==> config.mk <==
export PLATFORM = sky130hd
export DESIGN_NAME = stopwatch_ctrl
export DESIGN_NICKNAME = d
export VERILOG_FILES = /design/src/rtl/stopwatch_pkg.sv /design/src/rtl/tick_gen.sv /design/src/rtl/stopwatch_ctrl.sv
export SDC_FILE = /design/constraint.sdc
export NUM_CORES = 1
export LEC_CHECK = 0
export ABC_AREA = 1
export BUFFER_PORTS_ARGS = -buffer_cell sky130_fd_sc_hd__buf_2
export CELL_PAD_IN_SITES_DETAIL_PLACEMENT = 1
export CELL_PAD_IN_SITES_GLOBAL_PLACEMENT = 1
export CORE_ASPECT_RATIO = 1.1
export CORE_MARGIN = 1
export CORE_UTILIZATION = 38
export CTS_CLUSTER_DIAMETER = 30
export DETAILED_ROUTE_END_ITERATION = 8
export PLACE_DENSITY_LB_ADDON = 0.1
export RECOVER_POWER = 50
export SLEW_MARGIN = 20
export SYNTH_ARGS = -nofsm -noshare
export SYNTH_HDL_FRONTEND = slang
export SYNTH_SLANG_ARGS = --single-unit
==> constraint.sdc <==
create_clock -name clk -period 1.57 [get_ports clk]
set_input_delay 0.157 -clock clk [delete_from_list [all_inputs] [get_ports clk]]
set_output_delay 0.157 -clock clk [all_outputs]
set_load 0.05 [all_outputs]
==> src/rtl/stopwatch_pkg.sv <==
// Shared types and constants for the stopwatch sequencing controller.
// Optional lap capture is enabled with the STOPWATCH_LAP_EN macro (see stopwatch_ctrl).
package stopwatch_pkg;

    localparam int SEC_W = 6;
    localparam int MIN_W = 7;

    localparam logic [SEC_W-1:0] SEC_MAX = 6'd59;

    typedef enum logic [1:0] {
        ST_IDLE  = 2'd0,
        ST_RUN   = 2'd1,
        ST_PAUSE = 2'd2,
        ST_DONE  = 2'd3
    } sw_state_t;

    // True when the next tick would push the display past max_min:59.
    function automatic logic sat_pending(
        input logic [MIN_W-1:0] min_v,
        input logic [MIN_W-1:0] min_max,
        input logic [SEC_W-1:0] sec_v
    );
        return (min_v == min_max) && (sec_v == SEC_MAX);
    endfunction

endpackage

==> src/rtl/tick_gen.sv <==
// One-second prescaler for the stopwatch. Counts 0..CLK_DIV-1 while run is
// high; zero forces the count back to 0, hold freezes it (zero wins over hold).
// tc flags the terminal count so the controller can qualify its tick.
module tick_gen #(
    parameter int CLK_DIV = 100_000_000
) (
    input  logic clk,
    input  logic rst_n,
    input  logic run,
    input  logic hold,
    input  logic zero,
    output logic tc
);

    localparam int CNT_W = (CLK_DIV > 2) ? $clog2(CLK_DIV) : 1;
    localparam logic [CNT_W-1:0] TC_VAL = CNT_W'(CLK_DIV - 1);

    logic [CNT_W-1:0] cnt_r;
    logic [CNT_W-1:0] cnt_nxt_s;

    // Next prescaler value: clear, freeze, count with wrap, or idle-hold.
    always_comb begin
        cnt_nxt_s = cnt_r;
        if (zero) begin
            cnt_nxt_s = '0;
        end else if (hold) begin
            cnt_nxt_s = cnt_r;
        end else if (run) begin
            if (cnt_r == TC_VAL) begin
                cnt_nxt_s = '0;
            end else begin
                cnt_nxt_s = cnt_r + 1'b1;
            end
        end else begin
            cnt_nxt_s = cnt_r;
        end
    end

    // Prescaler register.
    always_ff @(posedge clk or negedge rst_n) begin
        if (!rst_n) begin
            cnt_r <= '0;
        end else begin
            cnt_r <= cnt_nxt_s;
        end
    end

    assign tc = (cnt_r == TC_VAL);

endmodule

==> src/rtl/stopwatch_ctrl.sv <==
// Stopwatch sequencing controller: IDLE/RUN/PAUSE/DONE state machine, seconds
// counter enable/clear, minutes count with saturation at MAX_MIN:59.
// Defining STOPWATCH_LAP_EN adds lap capture ports (lap, lap_min, lap_sec, lap_valid).
module stopwatch_ctrl
    import stopwatch_pkg::*;
#(
    parameter int CLK_DIV = 100_000_000,
    parameter int MAX_MIN = 99
) (
    input  logic             clk,
    input  logic             rst_n,
    input  logic             start,
    input  logic             stop,
    input  logic             clear,
    input  logic             sec_rollover,
    input  logic [SEC_W-1:0] sec_value,
    output logic             sec_en,
    output logic             sec_clr,
    output logic [MIN_W-1:0] minutes,
    output logic [1:0]       state,
    output logic             running,
    output logic             overflow
`ifdef STOPWATCH_LAP_EN
    ,
    input  logic             lap,
    output logic [MIN_W-1:0] lap_min,
    output logic [SEC_W-1:0] lap_sec,
    output logic             lap_valid
`endif
);

    localparam logic [MIN_W-1:0] MAX_MIN_V = MIN_W'(MAX_MIN);

    sw_state_t        state_r;
    sw_state_t        state_nxt_s;
    logic             sec_en_r;
    logic             sec_en_nxt_s;
    logic             sec_clr_r;
    logic             sec_clr_nxt_s;
    logic [MIN_W-1:0] minutes_r;
    logic [MIN_W-1:0] minutes_nxt_s;
    logic             running_r;
    logic             overflow_r;
    logic             overflow_nxt_s;
    logic             tc_s;
    logic             in_run_s;
    logic             tick_s;
    logic             sat_s;
    logic             pre_zero_s;
    logic             pre_hold_s;

    assign in_run_s = (state_r == ST_RUN);
    assign tick_s   = in_run_s && tc_s;
    assign sat_s    = sat_pending(minutes_r, MAX_MIN_V, sec_value);

    // A stop in RUN freezes the prescaler so a tick swallowed by the stop is
    // delivered right after resume; clear and a fresh start restart the second.
    assign pre_zero_s = clear || ((state_r == ST_IDLE) && start);
    assign pre_hold_s = in_run_s && stop;

    tick_gen #(
        .CLK_DIV (CLK_DIV)
    ) u_tick_gen (
        .clk   (clk),
        .rst_n (rst_n),
        .run   (in_run_s),
        .hold  (pre_hold_s),
        .zero  (pre_zero_s),
        .tc    (tc_s)
    );

    // Next state and one-cycle pulses; priority clear > stop > start > tick.
    always_comb begin
        state_nxt_s    = state_r;
        sec_en_nxt_s   = 1'b0;
        sec_clr_nxt_s  = 1'b0;
        overflow_nxt_s = overflow_r;
        if (clear) begin
            state_nxt_s    = ST_IDLE;
            sec_clr_nxt_s  = 1'b1;
            overflow_nxt_s = 1'b0;
        end else begin
            case (state_r)
                ST_IDLE: begin
                    if (start) begin
                        state_nxt_s = ST_RUN;
                    end else begin
                        state_nxt_s = ST_IDLE;
                    end
                end
                ST_RUN: begin
                    if (stop) begin
                        state_nxt_s = ST_PAUSE;
                    end else if (tick_s) begin
                        if (sat_s) begin
                            state_nxt_s    = ST_DONE;
                            overflow_nxt_s = 1'b1;
                        end else begin
                            sec_en_nxt_s = 1'b1;
                        end
                    end else begin
                        state_nxt_s = ST_RUN;
                    end
                end
                ST_PAUSE: begin
                    if (start) begin
                        state_nxt_s = ST_RUN;
                    end else begin
                        state_nxt_s = ST_PAUSE;
                    end
                end
                ST_DONE: begin
                    state_nxt_s = ST_DONE;
                end
                default: begin
                    state_nxt_s = ST_IDLE;
                end
            endcase
        end
    end

    // Minutes advance on each seconds wrap and stick at MAX_MIN.
    always_comb begin
        minutes_nxt_s = minutes_r;
        if (clear) begin
            minutes_nxt_s = '0;
        end else if (sec_rollover && (minutes_r < MAX_MIN_V)) begin
            minutes_nxt_s = minutes_r + 1'b1;
        end else begin
            minutes_nxt_s = minutes_r;
        end
    end

    // State and output registers.
    always_ff @(posedge clk or negedge rst_n) begin
        if (!rst_n) begin
            state_r    <= ST_IDLE;
            sec_en_r   <= 1'b0;
            sec_clr_r  <= 1'b0;
            minutes_r  <= '0;
            running_r  <= 1'b0;
            overflow_r <= 1'b0;
        end else begin
            state_r    <= state_nxt_s;
            sec_en_r   <= sec_en_nxt_s;
            sec_clr_r  <= sec_clr_nxt_s;
            minutes_r  <= minutes_nxt_s;
            running_r  <= (state_nxt_s == ST_RUN);
            overflow_r <= overflow_nxt_s;
        end
    end

    assign sec_en   = sec_en_r;
    assign sec_clr  = sec_clr_r;
    assign minutes  = minutes_r;
    assign state    = state_r;
    assign running  = running_r;
    assign overflow = overflow_r;

`ifdef STOPWATCH_LAP_EN
    logic [MIN_W-1:0] lap_min_r;
    logic [SEC_W-1:0] lap_sec_r;
    logic             lap_valid_r;

    // Lap snapshot: taken only while running, wiped by clear.
    always_ff @(posedge clk or negedge rst_n) begin
        if (!rst_n) begin
            lap_min_r   <= '0;
            lap_sec_r   <= '0;
            lap_valid_r <= 1'b0;
        end else if (clear) begin
            lap_min_r   <= '0;
            lap_sec_r   <= '0;
            lap_valid_r <= 1'b0;
        end else if (lap && in_run_s) begin
            lap_min_r   <= minutes_r;
            lap_sec_r   <= sec_value;
            lap_valid_r <= 1'b1;
        end else begin
            lap_min_r   <= lap_min_r;
            lap_sec_r   <= lap_sec_r;
            lap_valid_r <= lap_valid_r;
        end
    end

    assign lap_min   = lap_min_r;
    assign lap_sec   = lap_sec_r;
    assign lap_valid = lap_valid_r;
`endif

endmodule

### Yosys cells after proc, flatten, opt, wreduce, memory -nomap -nowiden

Index checks and enable logic that the tools add are counted.

* add/sub/neg operators: 2
* multiplexer cells: 24
* order comparisons: 1
* equality and inequality tests: 9
* reduce and logical (&&, ||, !) cells: 14

Operator list (count)
* two-way mux 27 bit: 4
* adder 27 x 1 -> 27 bit (second input constant): 1
* == test 27 bit (second input constant): 1
* two-way mux 7 bit: 2
* two-way mux 1 bit: 12
* two-way mux 2 bit: 5
* nonzero test 2 bit: 5
* case mux 2 bit (4 select lines): 1
* adder 7 x 1 -> 7 bit (second input constant): 1
* == test 7 bit (second input constant): 1
* less-than comparator 7 bit (second input constant): 1
* == test 6 bit (second input constant): 1
* logical AND 1 bit: 5
* == test 2 x 1 -> 1 bit (second input constant): 2
* == test 2 bit (second input constant): 2
* AND reduction 4 bit: 1
* logical NOT 2 bit: 1
* inequality test 2 x 1 -> 1 bit (second input constant): 1
* inequality test 2 bit (second input constant): 1
* AND reduction 2 bit: 1
* logical OR 1 bit: 1

* word-level logic and storage cells: 57
* flip-flop bits (word level): 40
* output and inout port bits: 13
* input port bits: 12

### Logic depth before layout (Yosys ltp)

Gate-level depths: netlist (run 1).

* depth in word-level cells: 8
* gate-level depth with buffers: 10
* mapped depth without buffers: 10

### By module

Synthesis (run 1) repeated with hierarchy kept, for this count alone.

* cells, all modules: 361
* area total of the unflattened synthesis: 2514.9 sq um

Modules (own cells, without submodules)
* tick_gen: seq. area each 675.6 sq um, instances 1, area each 1813.0 sq um, cells each 268
* stopwatch_ctrl: seq. area each 325.3 sq um, instances 1, area each 701.9 sq um, cells each 93

### Worst setup path before layout (run 1)

Ideal clock, no wire load.

* path kind: register to register
* start: register state_r[0] (netlist: state[0])
* end: register u_tick_gen.cnt_r[8]
* path slack: -0.099 ns
* buffers on the path: 2
* required time: 1.451 ns
* library setup time: 0.119 ns
* clock period less this slack: 1.669 ns
* arrival: 1.550 ns
* cell stages (with the launch flop): 8
* path through: dfrtp_1 -> nor2_2 -> a21oi_4 -> nand2_2 -> buf_6 -> buf_6 -> a21oi_1 -> nor2_1

* word-level cells in the longest chain between the ends: 5
* elaborated cells on any way between the ends: 9
* those cells by class: eq/ne: 2; mux: 1; reduce/logical: 6

RTL lines
* from (decl): line stopwatch_ctrl.sv:34 `sw_state_t state_r;`
* from (signal assigned): line stopwatch_ctrl.sv:144 `state_r <= state_nxt_s;`
* logical NOT 2 bit: line stopwatch_ctrl.sv:58 `assign pre_zero_s = clear || ((state_r == ST_IDLE) && start);`
* logical AND 1 bit: line stopwatch_ctrl.sv:58
* logical OR 1 bit: line stopwatch_ctrl.sv:58
* inequality test 2 bit (no line) or nonzero test 2 bit (tied branches)
* AND reduction 2 bit (no line)
* to (signal assigned): line tick_gen.sv:44 `cnt_r <= cnt_nxt_s;`
* to (decl): line tick_gen.sv:18 `logic [CNT_W-1:0] cnt_r;`

Parallel ways exist; a longest one is shown, timed or not.
A chain may end at the register's enable or synchronous reset.

### Final worst setup path (run 1)

* start: register u_tick_gen.cnt_r[8]
* end: register u_tick_gen.cnt_r[16]

* word-level cells in the longest chain between the ends: 5
* elaborated cells on any way between the ends: 6
* those cells by class: add/sub: 1; eq/ne: 1; mux: 4

RTL lines
* adder 27 x 1 -> 27 bit or == test 27 bit (tied branches): line tick_gen.sv:32, tick_gen.sv:29
* two-way mux 27 bit (*): line tick_gen.sv:29 `if (cnt_r == TC_VAL) begin`
* two-way mux 27 bit (*): line tick_gen.sv:28 `end else if (run) begin`
* two-way mux 27 bit (*): line tick_gen.sv:26 `end else if (hold) begin`
* two-way mux 27 bit (*): line tick_gen.sv:24 `if (zero) begin`

Mark *: on every way between the ends. The rest lies on a longest branch, timed or not. The select of a mux whose other input is x is not followed.

==> results of run 1 <==
## layout by cell type, fill, tap and decap left out
cell | netlist | routed
inv_6 | 0 | 1
bufinv_16 | 0 | 1
dfrtp_2 | 0 | 11
nand4_1 | 18 | 18
nand2_2 | 4 | 5
o21ai_1 | 3 | 4
nand3b_1 | 1 | 1
nand3_1 | 32 | 28
dfrtp_1 | 40 | 29
xor2_1 | 7 | 7
clkbuf_8 | 0 | 5
clkinv_2 | 1 | 1
nand2_1 | 121 | 117
a21oi_4 | 1 | 1
nand3_2 | 0 | 3
buf_12 | 0 | 1
a31oi_1 | 1 | 1
nor2_4 | 3 | 10
o21ai_2 | 2 | 1
nor2_1 | 65 | 47
xnor2_1 | 1 | 1
inv_1 | 43 | 43
ha_2 | 0 | 1
nor3_1 | 8 | 8
dlygate4sd3_1 | 0 | 1
o21ai_4 | 0 | 1
nand3_4 | 0 | 1
nand2_4 | 1 | 4
clkinvlp_4 | 0 | 1
inv_2 | 1 | 1
nor2_2 | 5 | 16
o21ai_0 | 11 | 10
a21oi_1 | 9 | 7
buf_2 | 3 | 25
clkinv_1 | 1 | 1
a21oi_2 | 0 | 2
nor3b_1 | 2 | 2
clkbuf_1 | 0 | 1
buf_4 | 1 | 40
ha_4 | 0 | 1
## metal layers
layer	vias up	GRT usage, %	part of all wire (%)
li1	1372	-	-
met1	1382	29.7	44
met2	47	45.8	52
met3	12	3.20	1.9
met4	0	7.63	1.9
met5	-	0	0
## cell families after synthesis
kind of cell	synth area share [%]
AOI/OAI and AO/OA	5.96
xor gates and xnor gates	2.69
adders and majority gates	0.960
buffers and inverters	8.40
DFF	38.4
and+or+nand+nor	43.6
## worst min-delay path, cell delays in order
cell and delay (ns):
buf_2 0.07, inv_1 0.05, nand3_1 0.09, a21oi_2 0.05
## per-stage QoR
step           utilization [%]  area [um^2]  hold slack (ns)
6_report                  51.8         3410            0.169
5_1_grt                   51.8         3410            0.197
4_1_cts                   48.8         3220            0.161
3_5_place_dp              46.6         3080            0.151
3_3_place_gp              46.6         3080            0.151
2_1_floorplan                -         2610           -0.139
## state kept, by name, indices dropped and copies added (netlist names)
register and cells:
sec_clr 1, state 2, sec_en 1, u_tick_gen.cnt_r 27, minutes 7, overflow 1
running 1
## power by group
part	leakage (nW)	switching (W)	internal [W]	total (W)
sequential	0.535	0.0000252	0.00105	0.00108
combinational	1.00	0.000259	0.0000947	0.000354
clock	0.0541	0.000403	0.000471	0.000874
## what timing repair did
item                                   4_1_cts  5_1_grt
endpoints found under the hold margin       40        0
buffers inserted                             0        8
setup endpoints to repair                   22       28
pin swaps                                    5       15
resized for setup                            8       45
hold buffers                                 1        0
## layout make-up
cell class	count	area, um^2
clock buffer	5	68.8
fill	865	3180
sequential	40	1010
inverter	46	178
timing repair buffer	68	459
clock inverter	3	42.5
multi-input combinational	297	1550
tap	82	103
## final timing paths
| check | cells after the start | to | slack [ns] | startpoint |
|---|---|---|---|---|
| max | 8 | u_tick_gen.cnt_r[16] | 0.04 | u_tick_gen.cnt_r[8] |
| min | 4 | overflow | 0.17 | stop |
| max reg2reg | 8 | u_tick_gen.cnt_r[16] | 0.04 | u_tick_gen.cnt_r[8] |
| min reg2reg | 2 | overflow | 0.55 | overflow |
| max in group asynchronous | 3 | state[1] | 0.25 | rst_n |
| min in group asynchronous | 3 | u_tick_gen.cnt_r[11] | 0.64 | rst_n |
==> summary.txt, run 1 <==
DRT iter0 DRCs: 86
drt wl/cell: 16.0 um
status: finished, final reports clean
Vias: 2813
GP Congestion: 0.849
syn_area_per_cell: 6.70 um^2
Yosys reg bits: 40
distinct cell type count of the synthesized netlist: 28
skew final: 0.00796 ns
Crit path max-delay family: simple AND/OR/NAND/NOR gates
Yosys top cell area share: 38.4%
Synth top cells by count: 121 x nand2_1, 65 x nor2_1, 43 x inv_1, 40 x dfrtp_1, 32 x nand3_1
worst endpoint required time: 1.76 ns
Die Y: 88.8 um
Main synth FF type: dfrtp_1
register area share after synthesis: 38.4%
Buf/Inv on CP: 1
startpoint types: register
GRT Util Overall: 24.8%
die area: 7190 um^2
GRT Residual Overflow: 0
Power Total: 0.00230 W
ANT nets after route: 0
min Tclk post-route: 1.53 ns
CTS buffer count: 5
Layout Nets: 472
maximum vdd drop: 388 uV
gate count after technology mapping: 389
# diodes: 0
H-tree depth: 2
port bufs: 24
Max Slew Vio Count: 0
clk_lat worst skew: 0.30 ns
final-report hold violation count: 0
Initial Util: 39.5%
CORE AREA: 6590 um^2
Root Buffer: clkbuf_8
Placed Cells incl. Taps: 524
Post-Syn Nets: 403
PwrDens: 675 nW/um^2
largest net degree at the start of global routing: 41
Max Root-Sink Buffers: 2
proportion of layout cells with a drive suffix above 1: 29.0%
Critical Path Fanout Max: 8
I/O pin count: 25
Yosys top cell by area: dfrtp_1
drt total wl: 8640 um
Worst Setup End Kind: register
max-cap violation count: 0
Yosys warnings: 0
vias in the first global route: 2812
# rows: 31
RSZ-0062 raised after global routing: true
Pleak: 1.59 nW
Max Fclk: 655 MHz
first-pass GRT wire length: 13400 um
First-pass DRT Iterations: 4
Rel. slew slack: 34.7%
Tcrit/Tclk final: 97.2%
Setup-failing EPs final: 0
clock-pin slew of the registers on the worst-case setup and hold paths: 0.09 ns
Layout area overhead: 31.0%
initial antenna violation count: 0
worst path cell trace: nor2_2, nand2_1, nor2_2, nand2_4, o21ai_4, nand2_4, inv_6, nor2_1
DRC: 0
Die W: 80.9 um
Critical Path AT: 1.72 ns
HPWL after DPL: 6390 um
Post-Place Setup Slack: -0.137 ns
DR vias/cell: 5.20
fin cells: 541
actual slew at the worst max-slew pin: 0.979 ns
asr flop ratio synth: 100%
Area contributors post-synth: dfrtp_1 38%, nand2_1 17%, nor2_1 9.4%, inv_1 6.2%, nand3_1 6.1%
Post-Syn Area: 2600 um^2
HP Class: primary input to register
top-count cell post-synth: nand2_1
kind of critical path: register to register
Critical-path top delay cell: dfrtp_2
fin worst setup slack: 0.0437 ns
Sinks on Clock Net: 40
Post-synth EDFFs: 0
slowest stage delay, CP: 0.45 ns
CTS tree: yes
setup TNS: 0 ns
No activity file was read; power rests on OpenSTA's default activity.
==> run 2, diff against run 1 <==
--- a/config.mk
+++ b/config.mk
@@ -6,17 +6,19 @@
 export NUM_CORES = 1
 export LEC_CHECK = 0
 export ABC_AREA = 1
+export ABC_CLOCK_PERIOD_IN_PS = 1570
 export BUFFER_PORTS_ARGS = -buffer_cell sky130_fd_sc_hd__buf_2
 export CELL_PAD_IN_SITES_DETAIL_PLACEMENT = 1
 export CELL_PAD_IN_SITES_GLOBAL_PLACEMENT = 1
 export CORE_ASPECT_RATIO = 1.1
 export CORE_MARGIN = 1
 export CORE_UTILIZATION = 38
-export CTS_CLUSTER_DIAMETER = 30
+export CTS_CLUSTER_DIAMETER = 40
 export DETAILED_ROUTE_END_ITERATION = 8
 export PLACE_DENSITY_LB_ADDON = 0.1
 export RECOVER_POWER = 50
 export SLEW_MARGIN = 20
 export SYNTH_ARGS = -nofsm -noshare
 export SYNTH_HDL_FRONTEND = slang
+export SYNTH_HIERARCHICAL = 1
 export SYNTH_SLANG_ARGS = --single-unit
==> summary.txt, run 2 <==
First-pass DRT Iterations: 4
# rows: 30
ANT nets after route: 0
top-count cell post-synth: nand2_1
CORE AREA: 6270 um^2
distinct cell type count of the synthesized netlist: 29
Sinks on Clock Net: 40
CTS buffer count: 5
Layout Nets: 448
Die W: 79.6 um
status: finished, final reports clean
HPWL after DPL: 5750 um
Tcrit/Tclk final: 99.9%
Yosys top cell area share: 39.8%
die area: 6950 um^2
DRT iter0 DRCs: 112
drt wl/cell: 15.0 um
min Tclk post-route: 1.57 ns
Synth top cells by count: 111 x nand2_1, 52 x nor2_1, 40 x dfrtp_1, 40 x inv_1, 39 x nand3_1
Setup-failing EPs final: 0
kind of critical path: register to register
Layout area overhead: 34.1%
DRC: 0
Placed Cells incl. Taps: 497
max reg flops: 27
HP Class: primary input to register
PwrDens: 670 nW/um^2
Post-synth EDFFs: 0
startpoint types: register
port bufs: 24
Post-Syn Area: 2510 um^2
Critical Path Fanout Max: 3
# diodes: 0
register area share after synthesis: 39.8%
Yosys warnings: 6
Max Slew Vio Count: 0
Initial Util: 40.1%
maximum vdd drop: 310 uV
Area contributors post-synth: dfrtp_1 40%, nand2_1 17%, nand3_1 7.8%, nor2_1 7.8%, inv_1 6.0%
Top reg by flops: u_tick_gen/cnt_r
clock-pin slew of the registers on the worst-case setup and hold paths: 0.08 ns
Max Fclk: 637 MHz
Main synth FF type: dfrtp_1
Root Buffer: clkbuf_8
largest net degree at the start of global routing: 41
initial antenna violation count: 0
max-cap violation count: 0
asr flop ratio synth: 100%
DR vias/cell: 5.01
worst endpoint required time: 1.77 ns
leading cell types in the layout, fill and taps excluded: 105 x nand2_1, 41 x nor2_1, 40 x buf_4, 36 x inv_1, 35 x dfrtp_1
Worst Setup End Kind: register
clk_lat worst skew: 0.31 ns
drt total wl: 7740 um
gate count after technology mapping: 361
final-report hold violation count: 0
Pleak: 1.64 nW
H-tree depth: 2
Rel. slew slack: 29.7%
CTS tree: yes
RSZ-0062 raised after global routing: true
fin worst setup slack: 0.00132 ns
proportion of layout cells with a drive suffix above 1: 33.6%
Post-Syn Nets: 375
syn_area_per_cell: 6.97 um^2
Max Root-Sink Buffers: 2
fin cells: 515
I/O pin count: 25
Yosys reg bits: 40
GP Congestion: 0.800
Yosys top cell by area: dfrtp_1
Die Y: 87.3 um
most common cell after layout, fill and taps aside: nand2_1
Power Total: 0.00226 W
first-pass GRT wire length: 12800 um
skew final: 0.00409 ns
vias in the first global route: 2675
GRT Util Overall: 24.3%
Vias: 2578
Critical Path AT: 1.77 ns
Post-Place Setup Slack: -0.145 ns
GRT Residual Overflow: 0
actual slew at the worst max-slew pin: 1.05 ns
==> run 2: cell families (layout without fill, tap and decap cells) <==
group,after synthesis,in the layout,share of synthesized area [%]
DFF,40,40,39.8
adders and majority gates,2,2,0.995
and+or+nand+nor,239,239,42.1
AOI/OAI and AO/OA,20,20,4.88
xor gates and xnor gates,12,12,4.18
buffers and inverters,48,122,8.06
==> run 2: critical path: stages, from the launching register on <==
cell and delay (ns):
dfrtp_1 0.37, ha_2 0.21, nand2_4 0.06, nor2_4 0.13
nand2_4 0.07, buf_4 0.14, nor2_4 0.11, buf_4 0.13
nand2_1 0.06, xor2_1 0.14, nor2_1 0.05
==> run 2: path summary, 6_finish.rpt <==
| path | endpoint | cells past startpoint | start | slack [ns] |
|---|---|---|---|---|
| setup / recovery | u_tick_gen/cnt_r[16] | 10 | u_tick_gen/cnt_r[1] | 0.001 |
| hold / removal | sec_clr | 2 | clear | 0.12 |
| setup reg to reg | u_tick_gen/cnt_r[16] | 10 | u_tick_gen/cnt_r[1] | 0.001 |
| hold reg to reg | overflow | 2 | overflow | 0.50 |
| max in group asynchronous | state[0] | 3 | rst_n | 0.20 |
| min in group asynchronous | u_tick_gen/cnt_r[19] | 3 | rst_n | 0.65 |
==> run 2: repair_timing <==
action | CTS | global route
gates cloned | 0 | 1
resized for setup | 9 | 30
setup endpoints to repair | 16 | 28
pin swaps | 1 | 19
endpoints found under the hold margin | 40 | 0
hold buffers | 1 | 0
buffers inserted | 2 | 6
==> run 2: per-stage QoR <==
stage	setup TNS [ns]	utilization [%]	hold WS (ns)	cell area, um^2
after floorplan	-0.0350	-	-0.139	2570
after global placement	-0.547	48.6	0.150	3050
after detailed placement	-0.986	48.6	0.152	3050
after CTS	-0.0449	51.4	0.116	3220
after global routing	-1.98	53.8	0.122	3370
final	0	53.8	0.119	3370
==> run 2: routing by layer <==
metal | global-route usage [%] | vias up | part of all wire [%]
met5 | 0 | - | 0
met4 | 9.92 | 0 | 2.0
met3 | 3.87 | 10 | 2.6
met2 | 43.4 | 37 | 53
met1 | 28.6 | 1263 | 42
li1 | - | 1268 | -
==> run 2: layout make-up <==
cell class	instances	area (um^2)
fill	813	2900
multi-input combinational	273	1480
sequential	40	1010
timing repair buffer	70	503
inverter	44	170
tap	80	100
clock buffer	5	68.8
clock inverter	3	42.5
==> run 2: report_power, final <==
part,switching (W),total [W],internal (W)
registers,0.0000137,0.00106,0.00104
logic,0.000204,0.000324,0.000120
clock network,0.000406,0.000876,0.000471
total,0.000623,0.00226,0.00163
